===== config.mk =====
export PLATFORM = sky130hd
export DESIGN_NAME = mult_booth
export DESIGN_NICKNAME = d
export VERILOG_FILES = /design/src/rtl/mult_booth_pkg.sv /design/src/rtl/mult_booth_step.sv /design/src/rtl/mult_booth.sv
export SDC_FILE = /design/constraint.sdc
export NUM_CORES = 1
export LEC_CHECK = 0
export CAP_MARGIN = 40
export CORE_UTILIZATION = 53
export CTS_BUF_LIST = sky130_fd_sc_hd__clkbuf_2
export CTS_CLUSTER_DIAMETER = 200
export CTS_CLUSTER_SIZE = 16
export DETAILED_ROUTE_END_ITERATION = 10
export PLACE_DENSITY = 0.8
export SLEW_MARGIN = 25
export SYNTH_ARGS = -nofsm -noshare
export SYNTH_HDL_FRONTEND = slang
export SYNTH_SLANG_ARGS = --single-unit

===== constraint.sdc =====
create_clock -name clk -period 3.1 [get_ports clk]
set_clock_uncertainty 0.2 [all_clocks]
set_input_delay 0.31 -clock clk [delete_from_list [all_inputs] [get_ports clk]]
set_output_delay 0.31 -clock clk [all_outputs]
set_load 0.05 [all_outputs]

===== src/rtl/mult_booth_pkg.sv =====
// mult_booth_pkg: shared state encoding, widths and Booth pair codes (package mult_defs)
package mult_defs;
   localparam int MULT_WIDTH = 32;
   localparam int CNT_W = $clog2(MULT_WIDTH) + 1;
   typedef enum logic [1:0] {IDLE = 2'b00, RUN = 2'b01, DONE = 2'b10} state_t;
   typedef enum logic [1:0] {PAIR_NOP0 = 2'b00, PAIR_ADD = 2'b01, PAIR_SUB = 2'b10, PAIR_NOP1 = 2'b11} pair_t;
endpackage


===== src/rtl/mult_booth_step.sv =====
// booth_step: one radix-2 Booth step (add/sub/none on the upper part, then arithmetic shift)
module booth_step
   import mult_defs::*;
#(
   parameter int WIDTH = MULT_WIDTH
) (
   input  logic [2*WIDTH+1:0] p,
   input  logic [WIDTH:0]     m,
   output logic [2*WIDTH+1:0] p_next
);
   logic [WIDTH:0] upper;
   logic [WIDTH:0] sum;
   // Recode the low pair, update the WIDTH+1-bit upper part and shift right by one
   always_comb begin
      upper  = p[2*WIDTH+1:WIDTH+1];
      sum    = (pair_t'(p[1:0]) == PAIR_ADD) ? upper + m :
               (pair_t'(p[1:0]) == PAIR_SUB) ? upper - m : upper;
      p_next = {sum[WIDTH], sum, p[WIDTH:1]};
   end
endmodule


===== src/rtl/mult_booth.sv =====
// mult_booth: sequential signed Booth multiplier; MULT_ZERO_SHORTCUT_EN enables the zero-operand fast path
module mult_booth
   import mult_defs::*;
#(
   parameter int WIDTH = MULT_WIDTH
) (
   input  logic             clk,
   input  logic             reset_in,
   input  logic             mult_control,
   input  logic [WIDTH-1:0] a_in,
   input  logic [WIDTH-1:0] b_in,
   output logic [WIDTH-1:0] hi_out,
   output logic [WIDTH-1:0] lo_out,
   output logic             mult_end,
   output logic             busy
);
   localparam int CW = $clog2(WIDTH) + 1;
   localparam logic [CW-1:0] LAST = CW'(WIDTH - 1);
   state_t              state;
   logic [CW-1:0]       cnt;
   logic [2*WIDTH+1:0]  p;
   logic [2*WIDTH+1:0]  p_next;
   logic [WIDTH:0]      m;
   logic                zero_start;
   booth_step #(.WIDTH(WIDTH)) u_step (.p(p), .m(m), .p_next(p_next));
`ifdef MULT_ZERO_SHORTCUT_EN
   assign zero_start = (a_in == '0) || (b_in == '0);
`else
   assign zero_start = 1'b0;
`endif
   // Control FSM, step counter, accumulator and registered outputs; a zero start
   // runs a single all-zero step so DONE follows one edge later with product 0
   always_ff @(posedge clk) begin
      if (reset_in) begin
         state    <= IDLE;
         cnt      <= '0;
         p        <= '0;
         m        <= '0;
         hi_out   <= '0;
         lo_out   <= '0;
         mult_end <= 1'b0;
         busy     <= 1'b0;
      end else begin
         mult_end <= 1'b0;
         case (state)
            IDLE: if (mult_control) begin
               m     <= zero_start ? '0 : {a_in[WIDTH-1], a_in};
               p     <= zero_start ? '0 : {{(WIDTH+1){1'b0}}, b_in, 1'b0};
               cnt   <= zero_start ? LAST : '0;
               state <= RUN;
               busy  <= 1'b1;
            end
            RUN: begin
               p   <= p_next;
               cnt <= cnt + 1'b1;
               if (cnt == LAST) begin
                  state            <= DONE;
                  {hi_out, lo_out} <= p_next[2*WIDTH:1];
                  mult_end         <= 1'b1;
               end
            end
            DONE: begin
               state <= IDLE;
               busy  <= 1'b0;
            end
            default: begin
               state <= IDLE;
               busy  <= 1'b0;
            end
         endcase
      end
   end
endmodule


# == Yosys cells after proc, flatten, opt, wreduce, memory -nomap -nowiden ==
# Cells that the tools add are included.
# word_totals
ff_bits,172
in_bits,67
out_inout_bits,66
# classes
muxes,12
bitwise_logic,1
addsub,3
reduce_logical,8
eq_ne,6
# ops
operator,n
66-bit one-hot mux with 2 select lines,1
33-bit 2-to-1 mux,2
66-bit 2-to-1 mux,1
33-bit adder,1
33-bit subtractor,1
6-bit one-hot mux with 2 select lines,1
2-bit AND reduction,5
"6-bit by 1-bit adder with 6-bit output, second input constant",1
"6-bit by 5-bit == test with 1-bit output, second input constant",1
6-bit 2-to-1 mux,1
"2-bit by 1-bit == test with 1-bit output, second input constant",2
2-bit 2-to-1 mux,2
"2-bit inequality test, second input constant",2
2-bit one-hot mux with 2 select lines,1
"2-bit == test, second input constant",1
2-bit logical NOT,1
1-bit 2-to-1 mux,2
1-bit one-hot mux with 2 select lines,1
2-bit nonzero test,1
2-bit OR reduction,1
1-bit inverter,1

# == Logic depth before layout (Yosys ltp) ==
# Gate-level depths: netlist of the first run.
# depth
word_depth,4
ltp_mapped,13
mapped_depth_nobuf,13

# == By module ==
# A second synthesis of the first run with hierarchy kept.
# hier_totals
cells_unflattened,1497
area_unflattened_um2,11180.7
# modules_own_cells
mod,area_each_um2,seq_area_each_um2,cells_each,instances
mult_booth,6826.5,3443.3,825,1
booth_step,4354.2,0.0,672,1

# == Worst setup path after synthesis of the first run ==
# OpenSTA, ideal clock, no wires.
# synth_timing
kind,flip-flop to flip-flop
from,register p[34]
to,register hi_out[29]
path_stages_with_launch,12
arrival_ps,2849
n_path_buf,0
path_slack_ps,-79
period_less_slack_ps,3179
t_required_ps,2770
path_cell_list,dfxtp_1 -> inv_1 -> fa_1 -> nor2_1 -> o311ai_0 -> a21oi_1 -> a31oi_2 -> o21a_1 -> o32ai_1 -> or4b_2 -> o31ai_1 -> o31ai_1
# synth_via
elab_chain_len,3
elab_cells_between_ends,4
classes_between,2 x add/sub; 2 x mux
# synth_lines
element,line,text
from (decl),mult_booth.sv:21,logic [2*WIDTH+1:0] p;
from (signal assigned),mult_booth.sv:48,"p <= zero_start ? '0 : {{(WIDTH+1){1'b0}}, b_in, 1'b0};"
from (signal assigned),mult_booth.sv:54,p <= p_next;
33-bit subtractor,mult_booth_step.sv:17,(pair_t'(p[1:0]) == PAIR_SUB) ? upper - m : upper;
33-bit 2-to-1 mux,mult_booth_step.sv:17,
33-bit 2-to-1 mux *,mult_booth_step.sv:16,sum = (pair_t'(p[1:0]) == PAIR_ADD) ? upper + m :
to (signal assigned),mult_booth.sv:58,"{hi_out, lo_out} <= p_next[2*WIDTH:1];"
to (decl),mult_booth.sv:12,"output logic [WIDTH-1:0] hi_out,"
# Mark *: on every way between the ends. The rest lies on a longest branch, timed or not.
# A chain may end at the register's enable or synchronous reset.

# == Final worst setup path of the first run ==
# layout_timing
from,register p[33]
to,register hi_out[29]
# The elaborated chain is that of the path after synthesis.

==> metrics.csv, run 1 <==
metric,value,unit
status,"finished, violations left",
violations,negative setup slack,
syn2layout_area_growth,44.23,%
synthesis.area,0.01067,sq mm
max_freq,308.6,MHz
fillers,1384,
slew_viol_final,0,
via_per_inst,5.937,
wl,41090,um
crit_start,p[33],
final_util,78.56,%
synth_warnings,0,
portBuffers,132,
dieArea,0.02070,sq mm
synth_top_flop_cell,dfxtp_1,
cts_buffers,17,
maxCapViolCount,0,
ys_seq_elements,171,
final_cell_mix,"nand2_1 (228), buf_4 (197), nor2_1 (187)",
min_from,p[10],
dp_cells,1931,
final_antenna_net_count,0,
wl_met3,2804,um
relSlewSlack,56.47,%
routedWlPerCell,19.78,um
finalHoldViolCount,0,
drc,0,
p_leak,6.372,nW
grt_pass1_vias,11960,
synthDistinctLibCells,85,
end_kind,flop,
die_h,143.9,um
cts.htree.levels,4,
ir_drop,0.2607,mV
avgSynthCellArea,7.400,sq um
core_area,0.01959,sq mm
root_buffer,clkbuf_2,
worstPathRequired,3.61,ns
firstDrtPassIters,8,
p_total,6.080,mW
cts_buffer_depth,2,
p_per_area,395.1,mW/mm^2
critPathKind,reg -> reg,
finalInstanceArea,0.01539,sq mm
synthArstFlopShare,0,%
io_pins,133,
dp_hpwl,26270,um
die_w,143.9,um
cts_tree,yes,
clkLatencyLatePin,0.82,ns
vias,12330,
synth_nets,1577,
fin_cells,2077,
antenna_found_initial,1,
gr-usage-all-layers,38.84,%
ys_seq_area_share,32.08,%
grt_max_degree,117,
setup_viol,21,
start_kind,flop,
critical_path.max_fanout,5,
post-route-period-util,104.5,%
post-place-ws,-0.2882,ns
dpl-instance-area,0.01329,sq mm
min_period,3.240,ns
setup_slack,-0.1402,ns
dr_wl_met2,19820,um
grt_setup_unrepaired,yes,
clkSinkCount,171,
synth_cells,1442,
initial_core_util,54.47,%
clk_pin_slew_worst_paths,0.38,ns
grt_pass1_wl,62130,um
finalNetCount,1933,
synth_edf_count,0,
drt-initial-drc-count,1163,
drive_gt1_share,21.92,%
hold_class,reg -> reg,
cp_data_arrival_time,3.75,ns
rows,51,
register_area,0.003453,sq mm
tightest_slew,0.6530,ns
gp_congestion,0.9952,
reg2reg_from,p[33],
dr.max_layer_used,met4,
final_common_cell,nand2_1,
grt.overflow.total,0,
multiInputGateArea,0.007162,sq mm
met1_length,16960,um
## routing by layer
metal	vias up	global-route usage [%]
met5	-	0
met4	0	16.24
met3	133	5.998
met2	596	65.98
met1	5884	48.61
li1	5718	-
## synthesized netlist by cell type, types with 9 or more instances
| cell | number | area (sq um) |
|---|---|---|
| clkbuf_1 | 65 | 244.0 |
| nor2b_1 | 13 | 81.33 |
| clkbuf_8 | 10 | 137.6 |
| inv_1 | 73 | 274.0 |
| o21ai_0 | 61 | 305.3 |
| o211ai_1 | 11 | 82.58 |
| nor3_1 | 22 | 110.1 |
| nand3b_1 | 15 | 112.6 |
| ha_1 | 66 | 825.8 |
| a211o_1 | 9 | 78.83 |
| nor4_1 | 38 | 237.7 |
| dfxtp_1 | 171 | 3423 |
| nor2_1 | 194 | 728.2 |
| nand2b_1 | 15 | 93.84 |
| nand4_1 | 9 | 56.30 |
| a21o_1 | 13 | 97.59 |
| nand3_1 | 28 | 140.1 |
| a21oi_1 | 156 | 780.8 |
| nand2_1 | 233 | 874.6 |
| o31ai_1 | 20 | 150.1 |
| a211oi_1 | 13 | 97.59 |
| xnor2_1 | 40 | 350.3 |
## worst paths after layout
kind              cells past startpoint  slack (ns)          to
hold reg to reg                       2        0.26   lo_out[8]
setup / recovery                     13       -0.14  hi_out[29]
hold / removal                        2        0.26   lo_out[8]
setup reg to reg                     13       -0.14  hi_out[29]
## flip-flops by register name, summed over array words and instances (netlist names)
name	count
hi_out	32
lo_out	32
m	32
mult_end	1
cnt	6
p	65
state	2
busy	1
## cell families (layout without fill, tap and decap cells)
family / Yosys count / count (layout) / synth area share, %
buf+inv: 166 / 535 / 7.282
compound gates: 378 / 378 / 22.55
xor+xnor: 45 / 45 / 3.694
simple gates: 604 / 604 / 25.31
other cells: 0 / 1 / 0
mux: 10 / 10 / 0.9733
fa+ha+maj: 68 / 68 / 8.114
flops: 171 / 171 / 32.08
## through the flow
step | TNS, ns | hold slack (ns)
floorplan | -0.03493 | 0.2384
global placement | -2.435 | 0.2416
detailed placement | -3.276 | 0.2482
CTS | -1.428 | 0.2432
global route | -4.609 | 0.2735
finish | -1.510 | 0.2581
## power breakdown
| part | internal, mW | switching, mW |
|---|---|---|
| Combinational | 1.05 | 1.22 |
| Sequential | 2.31 | 0.0820 |
| Clock | 0.325 | 1.10 |
| Total | 3.68 | 2.40 |
## final cells by class
cell class	count	area share [%]
inverter	74	1.805
tap	265	2.154
timing repair buffer	429	25.08
clock inverter	15	1.415
clock buffer	17	0.5528
sequential	171	22.44
antenna	1	0.01626
multi-input combinational	1105	46.54
## worst max-delay path, stage by stage (launching register included)
cell      delay (ns)
dfxtp_2         0.40
inv_2           0.07
ha_4            0.12
inv_2           0.03
fa_2            0.39
nand3_2         0.09
a21o_1          0.17
o21ai_2         0.08
a211o_1         0.32
a221o_2         0.48
a31oi_4         0.19
xnor2_1         0.08
a222oi_1        0.41
o31ai_1         0.10
## timing repair
action / in CTS / in global routing
setup buffers: 12 / 14
hold buffers: 89 / 0
endpoints found under the hold margin: 104 / 0
endpoints found under the setup margin: 30 / 43
pin swaps: 23 / 41
resized for setup: 60 / 124
(Power assumes the default switching activity.)
==> inputs of run 2 (changes only) <==
CELL_PAD_IN_SITES_DETAIL_PLACEMENT = 0   (was not set)
CELL_PAD_IN_SITES_GLOBAL_PLACEMENT = 2   (was not set)
CORE_UTILIZATION = 30   (was 53)
PLACE_DENSITY = not set   (was 0.8)
PLACE_DENSITY_LB_ADDON = 0.1   (was not set)
SLEW_MARGIN = not set   (was 25)
==> run 2 against run 1 <==
The run still ends with negative setup slack left. Critical endpoint is now p[58]. Sequential power about the same. Flip-flop and latch count unchanged. Power rose by 0.44%. Critical path type unchanged. Cell area up 2.5%. Fmax is 1.5% lower. Utilization decreased by 33 points. Worst setup slack got worse by 0.048 ns. Via count down 5.9%. Non-clock buffer count increased by 40. Register-to-register slack got worse by 0.05 ns. Hold slack lost 0.10 ns.
==> metrics.csv, run 2 (synthesis results as in run 1) <==
metric,value,unit,change
finalHoldViolCount,0,,unchanged
setup_slack,-0.1885,ns,was -0.1402 ns
status,"finished, violations left",,unchanged
initial_core_util,30.66,%,was 54.47%
critical_path.max_fanout,5,,unchanged
cts_buffers,17,,unchanged
cts.htree.levels,4,,unchanged
p_leak,6.529,nW,was 6.372 nW
start_kind,flop,,unchanged
die_h,190.6,um,was 143.9 um
min_period,3.288,ns,was 3.240 ns
final_util,45.34,%,was 78.56%
slew_viol_final,0,,unchanged
dpl-instance-area,0.01398,sq mm,was 0.01329 sq mm
dp_hpwl,31410,um,was 26270 um
drc,0,,unchanged
portBuffers,132,,unchanged
clkLatencyLatePin,0.85,ns,was 0.82 ns
gr-usage-all-layers,23.98,%,was 38.84%
rows,68,,was 51
finalInstanceArea,0.01578,sq mm,was 0.01539 sq mm
drt-initial-drc-count,662,,was 1163
die_w,190.6,um,was 143.9 um
p_per_area,387.1,mW/mm^2,was 395.1 mW/mm^2
setup_viol,11,,was 21
cp_data_arrival_time,3.87,ns,was 3.75 ns
relSlewSlack,42.75,%,was 56.47%
grt_setup_unrepaired,yes,,unchanged
violations,negative setup slack,,unchanged
clkSinkCount,171,,unchanged
tightest_slew,0.8555,ns,was 0.6530 ns
post-route-period-util,106.1,%,was 104.5%
routedWlPerCell,18.68,um,was 19.78 um
end_kind,flop,,unchanged
worstPathRequired,3.68,ns,was 3.61 ns
finalNetCount,1973,,was 1933
grt.overflow.total,0,,unchanged
final_antenna_net_count,0,,unchanged
drive_gt1_share,24.47,%,was 21.92%
fillers,3650,,was 1384
syn2layout_area_growth,47.87,%,was 44.23%
wl,43100,um,was 41090 um
grt_max_degree,137,,was 117
final_cell_mix,"buf_4 (264), nand2_1 (228), nor2_1 (189)",,"was nand2_1 (228), buf_4 (197), nor2_1 (187)"
root_buffer,clkbuf_2,,unchanged
p_total,6.107,mW,was 6.080 mW
grt_pass1_wl,66590,um,was 62130 um
antenna_found_initial,1,,unchanged
regMostFlops,p,,unchanged
vias,11610,,was 12330
maxCapViolCount,0,,unchanged
finalSetupTns,-1.777,ns,was -1.510 ns
post-place-ws,-0.3459,ns,was -0.2882 ns
critPathKind,reg -> reg,,unchanged
firstDrtPassIters,6,,was 8
final_common_cell,buf_4,,was nand2_1
dieArea,0.03633,sq mm,was 0.02070 sq mm
max_freq,304.1,MHz,was 308.6 MHz
gp_congestion,0.9383,,was 0.9952
via_per_inst,5.030,,was 5.937
cts_tree,yes,,unchanged
io_pins,133,,unchanged
clk_pin_slew_worst_paths,0.29,ns,was 0.38 ns
cts_buffer_depth,2,,unchanged
largest_register_ffs,65,,unchanged
grt_pass1_vias,11650,,was 11960
ir_drop,0.2282,mV,was 0.2607 mV
core_area,0.03480,sq mm,was 0.01959 sq mm
hold_class,in -> reg,,was reg -> reg
## run 2: cell count changes in the layout (fill, tap and decap cells not counted), sizes merged
cell,delta
clkbuf,+1
dlygate4sd3,-23
clkinvlp,+2
buf,+63
inv,-4
bufinv,+3
clkinv,-2
## run 2: final timing paths
check / from / slack (ns) / cells after the start / endpoint
setup / recovery: p[33] / -0.19 / 13 / p[58]
setup reg to reg: p[33] / -0.19 / 13 / p[58]
hold reg to reg: lo_out[6] / 0.27 / 2 / lo_out[6]
hold / removal: reset_in / 0.16 / 3 / hi_out[20]
## run 2: final cells by class
cell class / instances / area (sq um) / share of cell area, %
sequential: 171 / 3456 / 21.90
multi-input combinational: 1105 / 7162 / 45.39
antenna: 1 / 2.502 / 0.01586
tap: 455 / 569.3 / 3.608
clock inverter: 14 / 167.7 / 1.063
clock buffer: 18 / 90.09 / 0.5710
inverter: 74 / 277.8 / 1.761
timing repair buffer: 469 / 4053 / 25.69
## run 2: repair_timing
| action | CTS | global route |
|---|---|---|
| pin swaps | 37 | 48 |
| buffers inserted | 10 | 15 |
| hold buffers | 66 | 0 |
| gates resized for setup | 68 | 105 |
| endpoints found under the hold margin | 154 | 0 |
| endpoints found under the setup margin | 38 | 43 |
## run 2: through the flow
stage | hold slack, ns | instances
after floorplan | 0.2384 | 1442
after CTS | 0.07723 | 2293
after detailed placement | 0.2493 | 2187
after global routing | 0.08373 | 2307
after global placement | 0.2432 | 2187
final | 0.1558 | 2307
## run 2: per-layer routing
layer / vias up / track usage [%] / wire (um)
met5: - / 0 / 0
met4: 0 / 6.308 / 909
met3: 48 / 3.717 / 1297
met2: 220 / 40.31 / 20480
met1: 5534 / 31.70 / 20410
li1: 5803 / - / -
## run 2: report_power, final
group	switching (mW)	internal, mW	total [mW]
clock	0.906	0.460	1.37
sequential	0.0749	2.30	2.38
combinational	1.23	1.13	2.36
total	2.21	3.89	6.11
## run 2: worst max-delay path, cell delays in order, from the launching register on
cell	delay, ns
dfxtp_2	0.40
inv_2	0.07
ha_4	0.13
inv_2	0.03
fa_2	0.39
nand3_2	0.09
a21o_1	0.18
o21ai_2	0.08
a211o_1	0.36
a221o_2	0.45
a211oi_2	0.23
xnor2_1	0.09
a211o_1	0.28
a32o_1	0.25
==> inputs of run 3 (changes only) <==
CORE_ASPECT_RATIO = 1.25   (was not set)
==> run 3 against run 2 <==
The flow still finishes with violations (negative setup slack). Critical endpoint is now hi_out[25]. Hold slack gained 0.020 ns. Cell area grew 0.82%. Routed wire length shrank 0.93%. Global-route usage is essentially flat. Largest cell class unchanged. Die area is essentially flat. Highest routed layer unchanged. Utilization grew 0.49 points. Largest power group unchanged. Flip-flop and latch count is the same. Fmax grew 0.74%.
==> metrics.csv, run 3 (synthesis results as in run 1) <==
metric,value,unit,change
final_common_cell,buf_4,,unchanged
cts_buffer_depth,2,,unchanged
portBuffers,132,,unchanged
dieArea,0.03633,sq mm,about the same
post-place-ws,-0.3702,ns,was -0.3459 ns
relSlewSlack,52.32,%,was 42.75%
violations,negative setup slack,,unchanged
firstDrtPassIters,7,,was 6
routedWlPerCell,18.53,um,was 18.68 um
cts.htree.levels,4,,unchanged
hold_class,in -> reg,,unchanged
final_antenna_net_count,0,,unchanged
clkSinkCount,171,,unchanged
critical_path.max_fanout,5,,unchanged
largest_register_ffs,65,,unchanged
vias,11610,,about the same
status,"finished, violations left",,unchanged
pwr-share-comb,37.3,%,was 38.7%
via_per_inst,5.037,,was 5.030
p_clk_share,24.4,%,was 22.4%
wl,42700,um,was 43100 um
syn2layout_area_growth,49.07,%,was 47.87%
core_area,0.03471,sq mm,was 0.03480 sq mm
finalHoldViolCount,0,,unchanged
worst_path_max_delay_cell,a221o_2,,unchanged
clk_pin_slew_worst_paths,0.33,ns,was 0.29 ns
die_h,212.9,um,was 190.6 um
regMostFlops,p,,unchanged
initial_core_util,30.74,%,was 30.66%
cts_tree,yes,,unchanged
slew_viol_final,0,,unchanged
path_cells,"ha_1, inv_2, a21oi_1, or3_4, a211o_1, a221o_2, a211oi_2, xnor2_1, a211o_1, a31o_2",,"was inv_2, ha_4, inv_2, fa_2, nand3_2, a21o_1, o21ai_2, a211o_1, a221o_2, a211oi_2, xnor2_1, a211o_1, a32o_1"
dr.max_layer_used,met4,,unchanged
antenna_found_initial,2,,was 1
dp_hpwl,30520,um,was 31410 um
cp_data_arrival_time,3.95,ns,was 3.87 ns
setup_slack,-0.1643,ns,was -0.1885 ns
finalSetupTns,-0.6202,ns,was -1.777 ns
p_total,6.217,mW,was 6.107 mW
die_w,170.7,um,was 190.6 um
met1_length,18990,um,was 20410 um
gr-usage-all-layers,24.00,%,was 23.98%
drt-initial-drc-count,556,,was 662
p_switching,2.269,mW,was 2.212 mW
path_buf_inv,1,,was 2
root_buffer,clkbuf_2,,unchanged
dpl-instance-area,0.01392,sq mm,was 0.01398 sq mm
final_cell_mix,"buf_4 (233), nand2_1 (231), nor2_1 (186)",,"was buf_4 (264), nand2_1 (228), nor2_1 (189)"
crit_top_cell,a211o_1,,
grt.overflow.total,0,,unchanged
critPathKind,reg -> reg,,unchanged
ir_drop,0.2440,mV,was 0.2282 mV
cpLargestDelayFamily,compound AO/OA/AOI/OAI gates,,unchanged
finalNetCount,1954,,was 1973
wl_met3,1349,um,was 1297 um
max_freq,306.3,MHz,was 304.1 MHz
p_seq_share,38.3,%,was 39.0%
clkLatencyLatePin,0.99,ns,was 0.85 ns
min_period,3.264,ns,was 3.288 ns
p_int,3.948,mW,was 3.895 mW
tightest_slew,0.7152,ns,was 0.8555 ns
end_kind,flop,,unchanged
worstPathRequired,3.79,ns,was 3.68 ns
io_pins,133,,unchanged
hold_ws,0.1759,ns,was 0.1558 ns
p_per_area,390.8,mW/mm^2,was 387.1 mW/mm^2
drive_gt1_share,24.51,%,was 24.47%
dr_wl_met2,21320,um,was 20480 um
cts_buffers,17,,unchanged
cpPeakStageDelay,0.48,ns,was 0.45 ns
finalInstanceArea,0.01591,sq mm,was 0.01578 sq mm
grt_max_degree,112,,was 137
rows,76,,was 68
grt_pass1_wl,65740,um,was 66590 um
p_sw_share,36.49,%,was 36.22%
drc,0,,unchanged
post-route-period-util,105.3,%,was 106.1%
grt_setup_unrepaired,yes,,unchanged
setup_viol,8,,was 11
gp_congestion,0.9042,,was 0.9383
maxCapViolCount,0,,unchanged
p_leak,6.438,nW,was 6.529 nW
start_kind,flop,,unchanged
grt_pass1_vias,11570,,was 11650
[run 3: cell count changes in the layout (fill, tap and decap cells not counted), moves of 4 or more]
cell and change:
nor3_2 +5, ha_2 -4, buf_12 +4, o21ai_1 +6
inv_1 -5, nand2_2 -4, a21oi_1 -6, inv_2 +5
buf_4 -31, buf_6 +5, diode_2 +4
[run 3: power by group through the flow]
| stage | registers, mW | logic (mW) | clock network [mW] |
|---|---|---|---|
| after global placement | 2.41 | 2.02 | 0 |
| after global routing | 2.40 | 2.52 | 1.66 |
| after CTS | 2.38 | 2.19 | 1.59 |
| final | 2.38 | 2.32 | 1.52 |
| after floorplan | 2.41 | 1.13 | 0 |
| after detailed placement | 2.41 | 2.02 | 0 |
[run 3: tightest hold or removal path: cells and delay by family]
kind	cells	cell delay, ns
simple gates	1	0.06
compound gates	1	0.05
buf+inv	2	0.97
[run 3: timing repair]
item / CTS / global route
endpoints found under the hold margin: 171 / 0
buffers inserted: 6 / 12
hold buffers: 68 / 0
gates resized for setup: 68 / 142
endpoints found under the setup margin: 40 / 43
pin swaps: 27 / 65
[run 3: per-layer routing]
layer / vias to the layer above / GRT usage [%]
met1: 5548 / 29.35
li1: 5790 / -
met5: - / 0
met2: 226 / 42.72
met4: 0 / 7.984
met3: 47 / 3.411
[run 3: cell type report]
cell class	instances	area (sq um)
Antenna cell	5	12.51
Clock buffer	17	85.08
Timing Repair Buffer	450	3981
Inverter	74	280.3
Tap cell	468	585.6
Clock inverter	15	210.2
Multi-Input combinational cell	1105	7292
Sequential cell	171	3460
Fill cell	3594	18800
[run 3: worst paths after layout]
check / from / end / slack (ns) / depth (start not counted)
setup / recovery: p[46] / hi_out[25] / -0.16 / 10
hold / removal: a_in[22] / m[22] / 0.18 / 4
setup reg to reg: p[46] / hi_out[25] / -0.16 / 10
hold reg to reg: lo_out[22] / lo_out[22] / 0.27 / 2
[run 3: metrics by stage]
step           utilization [%]  instances
2_1_floorplan                -       1442
3_3_place_gp             40.10       2183
3_5_place_dp             40.10       2183
4_1_cts                  43.92       2288
5_1_grt                  45.82       2304
6_report                 45.83       2305
==> edit 1 (flow settings as in run 1) <==
Encoding of `state_t`: now one-hot (3 bits for 3 states).
--- a/src/rtl/mult_booth_pkg.sv
+++ b/src/rtl/mult_booth_pkg.sv
@@ -2,7 +2,7 @@
 package mult_defs;
    localparam int MULT_WIDTH = 32;
    localparam int CNT_W = $clog2(MULT_WIDTH) + 1;
-   typedef enum logic [1:0] {IDLE = 2'b00, RUN = 2'b01, DONE = 2'b10} state_t;
+   typedef enum logic [2:0] {IDLE = 3'b001, RUN = 3'b010, DONE = 3'b100} state_t;
    typedef enum logic [1:0] {PAIR_NOP0 = 2'b00, PAIR_ADD = 2'b01, PAIR_SUB = 2'b10, PAIR_NOP1 = 2'b11} pair_t;
 endpackage
 
Check against the original RTL: same outputs for any inputs over 10 cycles, from zero or initial values and one cycle with reset_in high; not proved beyond that.
==> edit 1 against run 1 <==
  * The flow still finishes with violations (setup timing)
  * Highest routed layer unchanged
  * Power down 16%
  * Design area down 5.1%
  * Fmax grew 0.13%
  * Routed wire length decreased by 9.7%
  * Area after synthesis decreased by 2.5%
  * Count of clock-buffer cells in the layout unchanged
  * Combinational power decreased by 41%
  * Sequential cell count rose by 1
  * Clock power is essentially flat
  * Setup slack gained 4.1 ps
  * Synthesized cell count fell by 5.1%
  * Critical endpoint is now p[63]$_SDFFE_PP0P_
  * Largest cell class unchanged
==> edit 1: results (changes against run 1) <==
Outcome
  – Status: finished with violations
  – Failing checks: setup timing

Finish
  – Clock-cell share of area: 0.02056 (+0.0008889)
  – Area occupied by registers: 3470 µm² (+0.47%)
  – Layout net count: 1,803 (-6.7%)

Drt
  – Initial DRC count: 1,067 (-8.3%)
  – Via count: 11,692 (-5.2%)

Logic synthesis
  – Post-synthesis compound-gate area fraction: 0.2730 (+0.04754)
  – Sequential area share after synthesis: 0.3310 (+0.01018)
  – Adder-Cell Fraction of Synth Area: 0.08203 (+0.0008858)
  – Top post-synthesis cells by area: dfxtp_1 33%, nand2_1 7.9%, ha_1 7.8%
  – Synth cell count leaders: 219 x nand2_1, 176 x nor2_1, 172 x dfxtp_1

Timing
  – Final setup viols: 15 (-29%)
  – Fin worst setup slack: -136.1 ps (+4.115 ps)
  – Setup TNS: -887.6 ps (+622.5 ps)

Floorplanning
  – Tapcells: 260 (-1.9%)

Place
  – RD Place Congestion: 0.9866 (-0.86%)
  – Final HPWL DP: 25,140 µm (-4.3%)
  – Cell area after placement: 12,920 µm² (-2.7%)

Clock tree
  – CTS clk-pin slew, worst paths: 330 ps (-50 ps)
  – Skew-Pair Late Insertion Delay: 880 ps (+60 ps)
  – CTS sink cnt: 172 (+0.58%)

Critical path
  – Crit path DAT: 3850 ps (+100 ps)
  – Max FO, Critical Path: 3 (-2)

Hold path
  – Hold Startpoint: reset_in
  – Hold path depth: 3 (+1)

Pwr
  – Static Leak: 0.006059 µW (-4.9%)

GRT
  – Global-route wire length before repair: 57,920 µm (-6.8%)
[edit 1: worst max path at each step]
| stage | from | endpoint |
|---|---|---|
| 4_1_cts | m[9]$_SDFFE_PP0P_ | hi_out[24]$_SDFFE_PP0P_ |
| 2_1_floorplan | p[33]$_SDFFE_PP0P_ | hi_out[29]$_SDFFE_PP0P_ |
| 5_1_grt | m[2]$_SDFFE_PP0P_ | hi_out[22]$_SDFFE_PP0P_ |
| 3_5_place_dp | m[16]$_SDFFE_PP0P_ | p[60]$_SDFFE_PP0P_ |
| 6_report | p[43]$_SDFFE_PP0P_ | p[63]$_SDFFE_PP0P_ |
| 3_3_place_gp | m[15]$_SDFFE_PP0P_ | p[60]$_SDFFE_PP0P_ |
[edit 1: layer usage]
metal / vias to the layer above / GRT usage / part of all wire
li1: 5442 / - / -
met1: 5497 / 0.4725 / 0.41
met2: 626 / 0.5980 / 0.46
met3: 127 / 0.06326 / 0.084
met4: 0 / 0.1517 / 0.041
met5: - / 0 / 0
[edit 1: power groups by stage]
stage               registers, µW  clock network, µW  logic (µW)
detailed placement           2400                  0        1130
global route                 2380               1520        1450
CTS                          2360               1420        1250
global placement             2390                  0        1120
finish                       2370               1420        1350
floorplan                    2390                  0         687
[edit 1: worst max-delay path, cell delays in order (launching register included)]
cell and delay [ps]:
dfxtp_1 450, ha_4 220, or4_4 540, or2_4 260, a2111oi_4 330, buf_4 190, nor3_2 40, o211ai_2 210
a221oi_2 130, o31ai_2 210, mux2i_1 270, a22o_1 150
[edit 1: through the flow]
stage / hold WS, ps / std cells / total power [µW]
2_1_floorplan: 244.1 / 1369 / 3073
3_3_place_gp: 241.1 / 1826 / 3509
3_5_place_dp: 245.4 / 1826 / 3531
4_1_cts: 114.9 / 1932 / 5032
5_1_grt: 104.6 / 1943 / 5342
6_report: 146.7 / 1944 / 5135
==> edit 2 (flow settings as in run 1) <==
Made on the original files. `MULT_WIDTH`: 32 -> 16.
--- a/src/rtl/mult_booth_pkg.sv
+++ b/src/rtl/mult_booth_pkg.sv
@@ -1,6 +1,6 @@
 // mult_booth_pkg: shared state encoding, widths and Booth pair codes (package mult_defs)
 package mult_defs;
-   localparam int MULT_WIDTH = 32;
+   localparam int MULT_WIDTH = 16;
    localparam int CNT_W = $clog2(MULT_WIDTH) + 1;
    typedef enum logic [1:0] {IDLE = 2'b00, RUN = 2'b01, DONE = 2'b10} state_t;
    typedef enum logic [1:0] {PAIR_NOP0 = 2'b00, PAIR_ADD = 2'b01, PAIR_SUB = 2'b10, PAIR_NOP1 = 2'b11} pair_t;
Ports: changed (resized a_in, b_in, hi_out and lo_out); port bits go from 133 to 69. The function was not compared with the original's and may differ.
==> edit 2 against run 1 <==
  * Setup slack gained 280 ps
  * Critical path depth fell by 3
  * Power down 57%
  * Routed wire length fell by 60%
  * Area after synthesis down 48%
  * Sequential cell count shrank 81
  * Die area decreased by 47%
  * Synthesized cell count decreased by 49%
  * Count of clock-buffer cells in the layout down 8
  * Design area decreased by 57%
  * Highest routed layer unchanged
  * Sequential power down 47%
==> edit 2: results (changes against run 1) <==
Outcome
  – Status: complete, no violations

Pwr
  – Static Leak: 0.002645 µW (-58%)
  – Peak VDD IR: 0.0003031 V (+16%)

Logic synthesis
  – Synth cell count leaders: 105 x nand2_1, 104 x a21oi_1, 99 x nor2_1
  – Synth cell types: 71 (-16%)
  – Top post-synthesis cells by area: dfxtp_1 32%, a21oi_1 9.3%, ha_1 7.8%
  – Synth warnings: 0 (unchanged)
  – Asr flop ratio synth: 0 (unchanged)
  – Mapped Cells: 740 (-49%)
  – Top FF cell, synth: dfxtp_1
  – Sequential area share after synthesis: 0.3229 (+0.002044)
  – Syn nets: 812 (-49%)

Hold path
  – Hold path depth: 3 (+1)
  – Type of the most critical hold path: input pin to flop

Place
  – Port buffer count: 68 (-48%)
  – Final HPWL DP: 12,020 µm (-54%)
  – RD Place Congestion: 0.9524 (-4.3%)
  – Placed insts: 928 (-52%)
  – Cell area after placement: 6497 µm² (-51%)
  – Pre-CTS setup slack: 165.9 ps (+454.1 ps)

Clock tree
  – CTS root buffer: clkbuf_2
  – Clock tree buffer depth: 2 (unchanged)
  – CTS clk-pin slew, worst paths: 290 ps (-90 ps)
  – Setup bufs post-CTS: 0 (-12)
  – Htree depth: 3 (-1)
  – TritonCTS Buffers: 9 (-8)
  – Skew-Pair Late Insertion Delay: 600 ps (-220 ps)

Finish
  – Antenna cells: 0 (-1)
  – Fraction of layout cells with a size suffix above 1: 0.09741 (-0.1218)
  – Largest Register: p
  – Max FFs per register: 33 (-49%)
  – Final std cells w/o fill: 947 (-54%)
  – Layout net count: 878 (-55%)

Drt
  – WL final: 16,300 µm (-60%)
  – Via count: 5,606 (-55%)
  – Initial DRC count: 444 (-62%)
  – Met3 wire length: 1092 µm (-61%)
  – Top Layer Used: met4
  – Drt pass-1 iters: 6 (-2)
  – Met2 WL: 7660 µm (-61%)
  – M1 WL: 7149 µm (-58%)

Critical path
  – Max FO, Critical Path: 5 (unchanged)
  – Crit path DAT: 3240 ps (-510 ps)
  – R2r worst-path depth: 10 (-3)

GRT
  – Initial antenna violation count: 0 (-1)
  – Pin count of the biggest net entering global routing: 53 (-55%)
  – GR Layer Usage met2: 0.5009 (-0.1589)
  – Vias in the first global route: 5,406 (-55%)
  – Met1 Resource Use GR: 0.4011 (-0.08506)
  – Met3 usage: 0.04492 (-0.01506)
  – Total track usage: 0.3052 (-0.08318)
  – Global-route wire length before repair: 26,660 µm (-57%)

Timing
  – Worst Tran Pin Value: 861.4 ps (+208.4 ps)

Run
  – Max Cap Violations: 0 (unchanged)
## edit 2: cell count changes after synthesis, sizes merged, moves of 36 or more
cell	change
o21ai	-38
inv	-36
nor2	-95
dfxtp	-81
nand2	-128
a21oi	-54
## edit 2: worst max-delay path, stage by stage, from the launching register on
cell,delay [ps]
dfxtp_1,430
inv_1,50
ha_1,360
buf_4,190
nor3_2,60
a2111oi_4,480
nor4_2,110
o31ai_1,390
xnor2_1,130
a221oi_2,310
a211oi_1,120
## edit 2: logic make-up (layout without fill, tap and decap cells)
group                    after synthesis  after routing  synth area share
AO/OA/AOI/OAI                        223            223            0.2679
XOR/XNOR                              19             19           0.02982
adder cells (fa/ha/maj)               37             37           0.08565
buffers and inverters                 91            162           0.06480
flip-flops                            90             90            0.3229
multiplexers                           4              4          0.007623
AND/OR/NAND/NOR                      276            276            0.2213
## edit 2: worst paths after layout
path / start / to / slack [ps]
worst min register to register: hi_out[2]$_SDFFE_PP0P_ / hi_out[2]$_SDFFE_PP0P_ / 270
worst max-delay path: m[4]$_SDFFE_PP0P_ / hi_out[13]$_SDFFE_PP0P_ / 140
worst min-delay path: a_in[8] / m[8]$_SDFFE_PP0P_ / 20
worst max register to register: m[4]$_SDFFE_PP0P_ / hi_out[13]$_SDFFE_PP0P_ / 140
## edit 2: final cells by class
class	instances	area [µm²]
Clock inverter	7	68.82
Multi-Input combinational cell	559	3441
Timing Repair Buffer	108	996.0
Tap cell	136	170.2
Clock buffer	9	45.04
Inverter	38	142.6
Fill cell	897	3611
Sequential cell	90	1803
## edit 2: repair_timing
action,4_1_cts,5_1_grt
hold endpoints to repair,16,0
hold buffers,3,0
resized for setup,0,5
endpoints found under the setup margin,0,6
## edit 2: where the power goes
part           switching [µW]  internal, µW
registers                51.0          1210
logic                     424           304
clock network             424           185
